`config.mk`:
```
export PLATFORM = sky130hd
export DESIGN_NAME = fp8_add_arbiter
export DESIGN_NICKNAME = d
export VERILOG_FILES = /design/src/rtl/fp8_pkg.sv /design/src/rtl/fp8_add_core.sv /design/src/rtl/fp8_add_arbiter.sv
export SDC_FILE = /design/constraint.sdc
export NUM_CORES = 1
export LEC_CHECK = 0
export BUFFER_PORTS_ARGS = -buffer_cell sky130_fd_sc_hd__buf_4
export CORE_ASPECT_RATIO = 2
export CORE_MARGIN = 2
export CORE_UTILIZATION = 36
export DETAILED_ROUTE_END_ITERATION = 10
export GPL_TIMING_DRIVEN = 0
export PLACE_DENSITY = 0.64
export SYNTH_ARGS = -nofsm -noshare
export SYNTH_HDL_FRONTEND = slang
export SYNTH_HIERARCHICAL = 1
export SYNTH_SLANG_ARGS = --single-unit
```
`constraint.sdc`:
```
create_clock -name clk -period 10.05 [get_ports clk]
set_input_delay 1.5075 -clock clk [delete_from_list [all_inputs] [get_ports clk]]
set_output_delay 1.5075 -clock clk [all_outputs]
set_load 0.02 [all_outputs]
```
`src/rtl/fp8_pkg.sv`:
```
// fp8_pkg: fp8 field positions, exponent limit and arbiter FSM states
package fp8_pkg;
  localparam int SIGN_BIT = 7;
  localparam int EXP_MSB = 6;
  localparam int EXP_LSB = 3;
  localparam int MANT_MSB = 2;
  localparam int MANT_LSB = 0;
  localparam logic [3:0] EXP_MAX = 4'd15;
  typedef enum logic [1:0] {IDLE, EXEC, RESP} state_t;
endpackage

```
`src/rtl/fp8_add_core.sv`:
```
// fp8_add_core: combinational fp8 add (no hidden bit), saturating at the top exponent
module fp8_add_core
  import fp8_pkg::*;
(
  input  logic [7:0] a,
  input  logic [7:0] b,
  output logic [7:0] y
);
  logic       a_big;
  logic [7:0] l, s;
  logic [3:0] d, sm, sum;
  // order operands (ties go to b), align the smaller one, add or subtract, then normalise
  always_comb begin
    a_big = a[EXP_MSB:MANT_LSB] > b[EXP_MSB:MANT_LSB];
    l = a_big ? a : b;
    s = a_big ? b : a;
    d = l[EXP_MSB:EXP_LSB] - s[EXP_MSB:EXP_LSB];
    sm = {1'b0, s[MANT_MSB:MANT_LSB]} >> d;
    sum = (l[SIGN_BIT] ^ s[SIGN_BIT]) ? {1'b0, l[MANT_MSB:MANT_LSB]} - sm : {1'b0, l[MANT_MSB:MANT_LSB]} + sm;
    y = !sum[3] ? {l[SIGN_BIT], l[EXP_MSB:EXP_LSB], sum[2:0]} :
        l[EXP_MSB:EXP_LSB] == EXP_MAX ? {l[SIGN_BIT], EXP_MAX, 3'b000} :
        {l[SIGN_BIT], l[EXP_MSB:EXP_LSB] + 4'd1, sum[3:1]};
  end
endmodule

```
`src/rtl/fp8_add_arbiter.sv`:
```
// fp8_add_arbiter: two-port arbitrated fp8 adder, IDLE->EXEC->RESP; FP8_ARB_STATS_EN adds per-port grant counters
module fp8_add_arbiter
  import fp8_pkg::*;
#(
  parameter int FAIR = 1
) (
  input  logic       clk,
  input  logic       rst_n,
  input  logic       req0_valid,
  output logic       req0_ready,
  input  logic [7:0] req0_a,
  input  logic [7:0] req0_b,
  input  logic       req1_valid,
  output logic       req1_ready,
  input  logic [7:0] req1_a,
  input  logic [7:0] req1_b,
  output logic       rsp_valid,
  input  logic       rsp_ready,
  output logic [7:0] rsp_data,
  output logic       rsp_id,
  output logic       busy,
  output logic [7:0] grant_cnt0,
  output logic [7:0] grant_cnt1
);
  state_t     state, state_nx;
  logic       last, gnt, acc, op_id;
  logic [7:0] op_a, op_b, sum_y;
  fp8_add_core u_core (.a(op_a), .b(op_b), .y(sum_y));
  // state register
  always_ff @(posedge clk)
    if (!rst_n) state <= IDLE;
    else state <= state_nx;
  // grant selection, handshakes and next state; grant only picks a valid port when one exists
  always_comb begin
    gnt = (req0_valid && req1_valid) ? ((FAIR != 0) ? !last : 1'b0) : req1_valid;
    req0_ready = state == IDLE && !gnt;
    req1_ready = state == IDLE && gnt;
    acc = state == IDLE && (req0_valid || req1_valid);
    rsp_valid = state == RESP;
    busy = state != IDLE;
    state_nx = state == IDLE ? (acc ? EXEC : IDLE) :
               state == EXEC ? RESP :
               (rsp_ready ? IDLE : RESP);
  end
  // operand capture on accept, result capture at the end of EXEC
  always_ff @(posedge clk)
    if (!rst_n) begin
      last <= 1'b1;
      op_a <= '0;
      op_b <= '0;
      op_id <= 1'b0;
      rsp_data <= '0;
      rsp_id <= 1'b0;
    end else begin
      if (acc) begin
        op_a <= gnt ? req1_a : req0_a;
        op_b <= gnt ? req1_b : req0_b;
        op_id <= gnt;
        last <= gnt;
      end
      if (state == EXEC) begin
        rsp_data <= sum_y;
        rsp_id <= op_id;
      end
    end
`ifdef FP8_ARB_STATS_EN
  // per-port accept counters, wrapping naturally at 8 bits
  always_ff @(posedge clk)
    if (!rst_n) begin
      grant_cnt0 <= '0;
      grant_cnt1 <= '0;
    end else if (acc) begin
      if (gnt) grant_cnt1 <= grant_cnt1 + 8'd1;
      else grant_cnt0 <= grant_cnt0 + 8'd1;
    end
`else
  assign grant_cnt0 = '0;
  assign grant_cnt1 = '0;
`endif
endmodule
```
### After elaboration in Yosys (flattened, before gate mapping)

Cells that the tools add are included.

* $add $sub $neg: 4
* $mul: 0
* div/mod/pow operators: 0
* order comparisons: 1
* equality and inequality tests: 3
* shift-type cells: 1
* multiplexer cells: 12
* bitwise logic cells: 1
* reduce and logical (&&, ||, !) cells: 9

Operators with widths (count)
* two-way mux 8 bit: 4
* two-way mux 7 bit: 2
* greater-than comparator 7 bit: 1
* two-way mux 2 bit: 3
* adder 3 x 4 -> 4 bit: 1
* adder 4 x 1 -> 4 bit (second input constant): 1
* == test 4 bit (second input constant): 1
* logical AND 1 bit: 4
* two-way mux 4 bit: 1
* right shift 3 x 4 -> 4 bit: 1
* subtractor 3 x 4 -> 4 bit: 1
* subtractor 4 bit: 1
* == test 2 x 1 -> 1 bit (second input constant): 1
* == test 2 bit (second input constant): 1
* zero test 1 bit: 2
* zero test 2 bit: 1
* two-way mux 1 bit: 2
* nonzero test 2 bit: 1
* logical OR 1 bit: 1
* bitwise XOR 1 bit: 1

* bits in registers: 29
* bits in latches: 0
* memory bits (writable): 0
* bits in read-only memories: 0
* output and inout port bits: 29
* word-level logic and storage cells: 38
* memories: 0

### Logic depth before layout (Yosys ltp)

* depth in word-level cells: 8
* mapped depth: 25

### By module

Netlist, hierarchy kept.

Modules (own cells, without submodules)
* fp8_add_arbiter: instances 1, cells each 169, area an instance 1418.9 um^2, sequential area each 580.6 um^2
* fp8_add_core: instances 1, cells each 140, area an instance 957.2 um^2, sequential area each 0.0 um^2

### Worst setup path before layout

OpenSTA, ideal clock, no wires.

* path kind: register -> register
* start: register op_b[3]
* end: register rsp_data[4]
* arrival: 4756 ps
* path slack: 5162 ps
* stages on the path, launching flop included: 25
* buffers on the path: 1
* period minus slack after synthesis: 4888 ps
* cells stage by stage: dfxtp_1 -> inv_1 -> ha_1 -> buf_4 -> nand4_1 -> a21oi_1 -> o21ai_2 -> a21oi_1 -> ha_1 -> nand2_1 -> or4_4 -> a21oi_2 -> nor2_1 -> or2_2 -> ha_1 -> and2_1 -> a31oi_1 -> ha_1 -> a21o_1 -> a21oi_1 -> nor3_1 -> nor2_4 -> mux2_1 -> nand2_1 -> a21oi_1

* word-level cells in the longest chain between the ends: 7
* elaborated cells on any way between the ends: 13

Ends and longest elaborated chain
* start, declared: RTL line fp8_add_arbiter.sv:27 `logic [7:0] op_a, op_b, sum_y;`
* start signal, assigned: RTL line fp8_add_arbiter.sv:57 `op_b <= gnt ? req1_b : req0_b;`
* greater-than comparator 7 bit: RTL line fp8_add_core.sv:14 `a_big = a[EXP_MSB:MANT_LSB] > b[EXP_MSB:MANT_LSB];`
* two-way mux 8 bit, on equally long branches: RTL line fp8_add_core.sv:15, fp8_add_core.sv:16
* subtractor 4 bit: RTL line fp8_add_core.sv:17 `d = l[EXP_MSB:EXP_LSB] - s[EXP_MSB:EXP_LSB];`
* right shift 3 x 4 -> 4 bit: RTL line fp8_add_core.sv:18 `sm = {1'b0, s[MANT_MSB:MANT_LSB]} >> d;`
* adder 3 x 4 -> 4 bit / subtractor 3 x 4 -> 4 bit (equally long branches): RTL line fp8_add_core.sv:19 `sum = (l[SIGN_BIT] ^ s[SIGN_BIT]) ? {1'b0, l[MANT_MSB:MANT_LSB]} - sm : {1'b0, l[MANT_MSB:MANT_LSB]} + sm;`
* two-way mux 4 bit: RTL line fp8_add_core.sv:19
* two-way mux 7 bit (*): RTL line fp8_add_core.sv:20 `y = !sum[3] ? {l[SIGN_BIT], l[EXP_MSB:EXP_LSB], sum[2:0]} :`
* named net sum_y[4]: RTL line fp8_add_arbiter.sv:27
* end signal, assigned: RTL line fp8_add_arbiter.sv:62 `rsp_data <= sum_y;`
* end, declared: RTL line fp8_add_arbiter.sv:19 `output logic [7:0] rsp_data,`

Mark *: on every way through the listed nets, which the timed path passes. The rest lies on a longest branch.
A chain may end at the register's enable or synchronous reset.

### Final worst setup path

Same ends and word-level chain as after synthesis.

==> results_dict.tcl <==
set metrics [dict create \
    outcome "complete, no violations" \
    hold_viol_final 0 \
    fin_util_pct 48.0 \
    peakVddDrop_mv 0.105 \
    cts_setup_buffers 0 \
    synth.distinct_cells 55 \
    drc 0 \
    r2r-start "op_b[3]" \
    hold_path_class "reg -> reg" \
    r2r_cells 24 \
    drt_iter0_drc 50 \
    hpwl_um 5280 \
    cts_tree "yes" \
    antenna_cells 0 \
    final.min_clock_period_ps 5620 \
    synth_edf_count 0 \
    stdcell_area_um2 3050 \
    synth_warnings 6 \
    cts_root_buffer "clkbuf_16" \
    worstPathArrival_ps 5770 \
    finalWirelength_um 6310 \
    nNetsFinal 431 \
    grt_max_degree 11 \
    grt_pass1_wl_um 10400 \
    initial_core_util_pct 37.4 \
    clk_latency_ps 280 \
    syn_area_um2 2380 \
    finClkSkew_ps 5.73 \
    numCtsBuffers 5 \
    clk_pin_slew_worst_paths_ps 50 \
    rsz0062_at_grt "false" \
    max_freq_ghz 0.178 \
    clk_path_buf_depth 2 \
    final_common_cell "buf_4" \
    antenna_left 0 \
    syn2layout_area_growth_pct 28.4 \
    io_buffer_count 49 \
    grt_pass1_vias 2261 \
    rrSetupSlack_ps 4430 \
    setup_viol 0 \
    final_cell_mix "68 x buf_4, 65 x nand2_1, 39 x a21oi_1" \
    dpl_cell_area_um2 2910 \
    clock_sinks 29 \
    crit_path_end "rsp_data[4]" \
    async_flop_share_pct 0 \
    ctsHoldBuffers 0 \
    drv_slew 0 \
    stdcell_count 467 \
    tns_ps 0 \
    post_cts_resized 0 \
    syn_area_per_cell_um2 7.69 \
    via_count 2360 \
    ioPinCount 66 \
    gp_congestion 0.908 \
    crit_path_end_kind "flop" \
    crit_type "reg -> reg" \
    avgRoutedWirePerCell_um 13.5 \
    crit_required_ps 10200 \
    dr.pass1.iters 4 \
    rows 41 \
    layout-drive-gt1-share_pct 27.8 \
    dieArea_um2 7310 \
    ys_seq_elements 29 \
    die_w_um 61.4 \
    critical_path_peak_fanout 10 \
    fin_crit_sh_pct 55.9 \
    power_uw 623 \
    setup.worst_path.start_class "flop" \
    drv_cap 0 \
    worstSetupStartpoint "op_b[3]" \
    p_per_area_nw_per_um2 204 \
    antenna_found_initial 0 \
    htree_num_levels 2 \
    leakage_uw 0.00131 \
    r2r_end "rsp_data[4]" \
    grt.overflow.total 0 \
    vias_per_cell 5.05 \
    timing.slew.headroom_pct 52.1 \
    gr-usage-all-layers_pct 18.8 \
    core_area_um2 6360 \
    synthFlopType "dfxtp_1" \
    die_h_um 119 \
    worst_pin_slew_ps 713 \
    synth_cells 309 \
    dp_cells 459 \
    synth_seq_area_share_pct 24.4 \
]
[cells in the mapped netlist (2+ instances only)]
cell type | number | area [um2]
o22ai_1 | 2 | 12.5
mux2i_1 | 6 | 60.1
a21o_1 | 2 | 15.0
buf_6 | 3 | 33.8
dfxtp_1 | 29 | 581
nor2b_1 | 4 | 25.0
buf_4 | 19 | 143
ha_1 | 13 | 163
a311oi_1 | 7 | 61.3
nand3_1 | 2 | 10.0
a21oi_1 | 39 | 195
nor2_1 | 15 | 56.3
xnor2_1 | 2 | 17.5
o21ai_0 | 14 | 70.1
inv_1 | 14 | 52.6
o211ai_1 | 5 | 37.5
nand2_1 | 65 | 244
o21a_1 | 2 | 15.0
a211oi_1 | 4 | 30.0
and3_1 | 2 | 12.5
nor2_4 | 2 | 22.5
nor3_1 | 6 | 30.0
a311oi_2 | 9 | 135
buf_2 | 4 | 20.0
xor2_1 | 2 | 17.5
nand2b_1 | 3 | 18.8
or2_2 | 3 | 18.8
clkbuf_1 | 2 | 7.51
nor3b_1 | 3 | 22.5
[critical path: stages (launching register included)]
cell	delay (ps)
dfxtp_1	360
inv_1	110
ha_1	280
buf_4	140
nand4_1	200
a21oi_1	420
o21ai_2	250
a21oi_1	210
ha_1	230
nand2_1	70
or4_4	430
a21oi_2	150
nor2_1	80
or2_2	310
ha_1	270
and2_1	130
a31oi_1	270
ha_1	210
a21o_1	80
a21oi_1	80
nor3_1	610
nor2_4	120
mux2_1	350
nand2_1	70
a21oi_1	60
[area by class of cell]
class                   count  area (um2)
clock buffers               5         125
clock inverters             3        17.5
well taps                  86         108
multi-input cells         251        1590
inverters                  15        56.3
fillers                   669        3310
plain buffers              29         208
repair buffers             49         368
flip-flops and latches     29         581
[where the power goes]
group	switching (uW)	internal, uW
logic	196	138
registers	15.1	132
clock network	52.0	90.4
[worst min-delay path by stage]
stage | cells after the start | to | slack, ps | from
2_1_floorplan | 2 | rsp_id | 430 | op_id
3_3_place_gp | 2 | rsp_data[0] | 440 | rsp_data[0]
3_5_place_dp | 2 | rsp_data[3] | 450 | rsp_data[3]
4_1_cts | 2 | rsp_data[3] | 460 | rsp_data[3]
5_1_grt | 2 | rsp_data[6] | 480 | rsp_data[6]
6_report | 2 | rsp_data[3] | 450 | rsp_data[3]
[kinds of logic after synthesis]
group / after synthesis / synth area share [%]
AOI/OAI and AO/OA: 98 / 30.5
xor gates and xnor gates: 4 / 1.47
adders and majority gates: 14 / 7.69
buffers and inverters: 44 / 11.1
DFF: 29 / 24.4
muxes: 7 / 3.00
other: 1 / 0.158
and+or+nand+nor: 112 / 21.6
[through the flow]
| step | hold WS, ps | setup slack [ps] |
|---|---|---|
| after floorplan | 428 | 5160 |
| after global placement | 445 | 4480 |
| after detailed placement | 450 | 4420 |
| after CTS | 457 | 4400 |
| after global routing | 476 | 3970 |
| final | 454 | 4430 |
[layer usage]
metal  track usage (%)  wire length, um
met4              12.0              318
met1              18.5             2240
met3              1.30              191
met2              34.8             3570
met5                 0                0
[state kept, by name, summed over array words and instances, names as in the netlist]
| signal | flops |
|---|---|
| op_id | 1 |
| op_b | 8 |
| rsp_id | 1 |
| rsp_data | 8 |
| op_a | 8 |
| last | 1 |
| state | 2 |
Note: power is estimated with default switching activity, not from simulation.
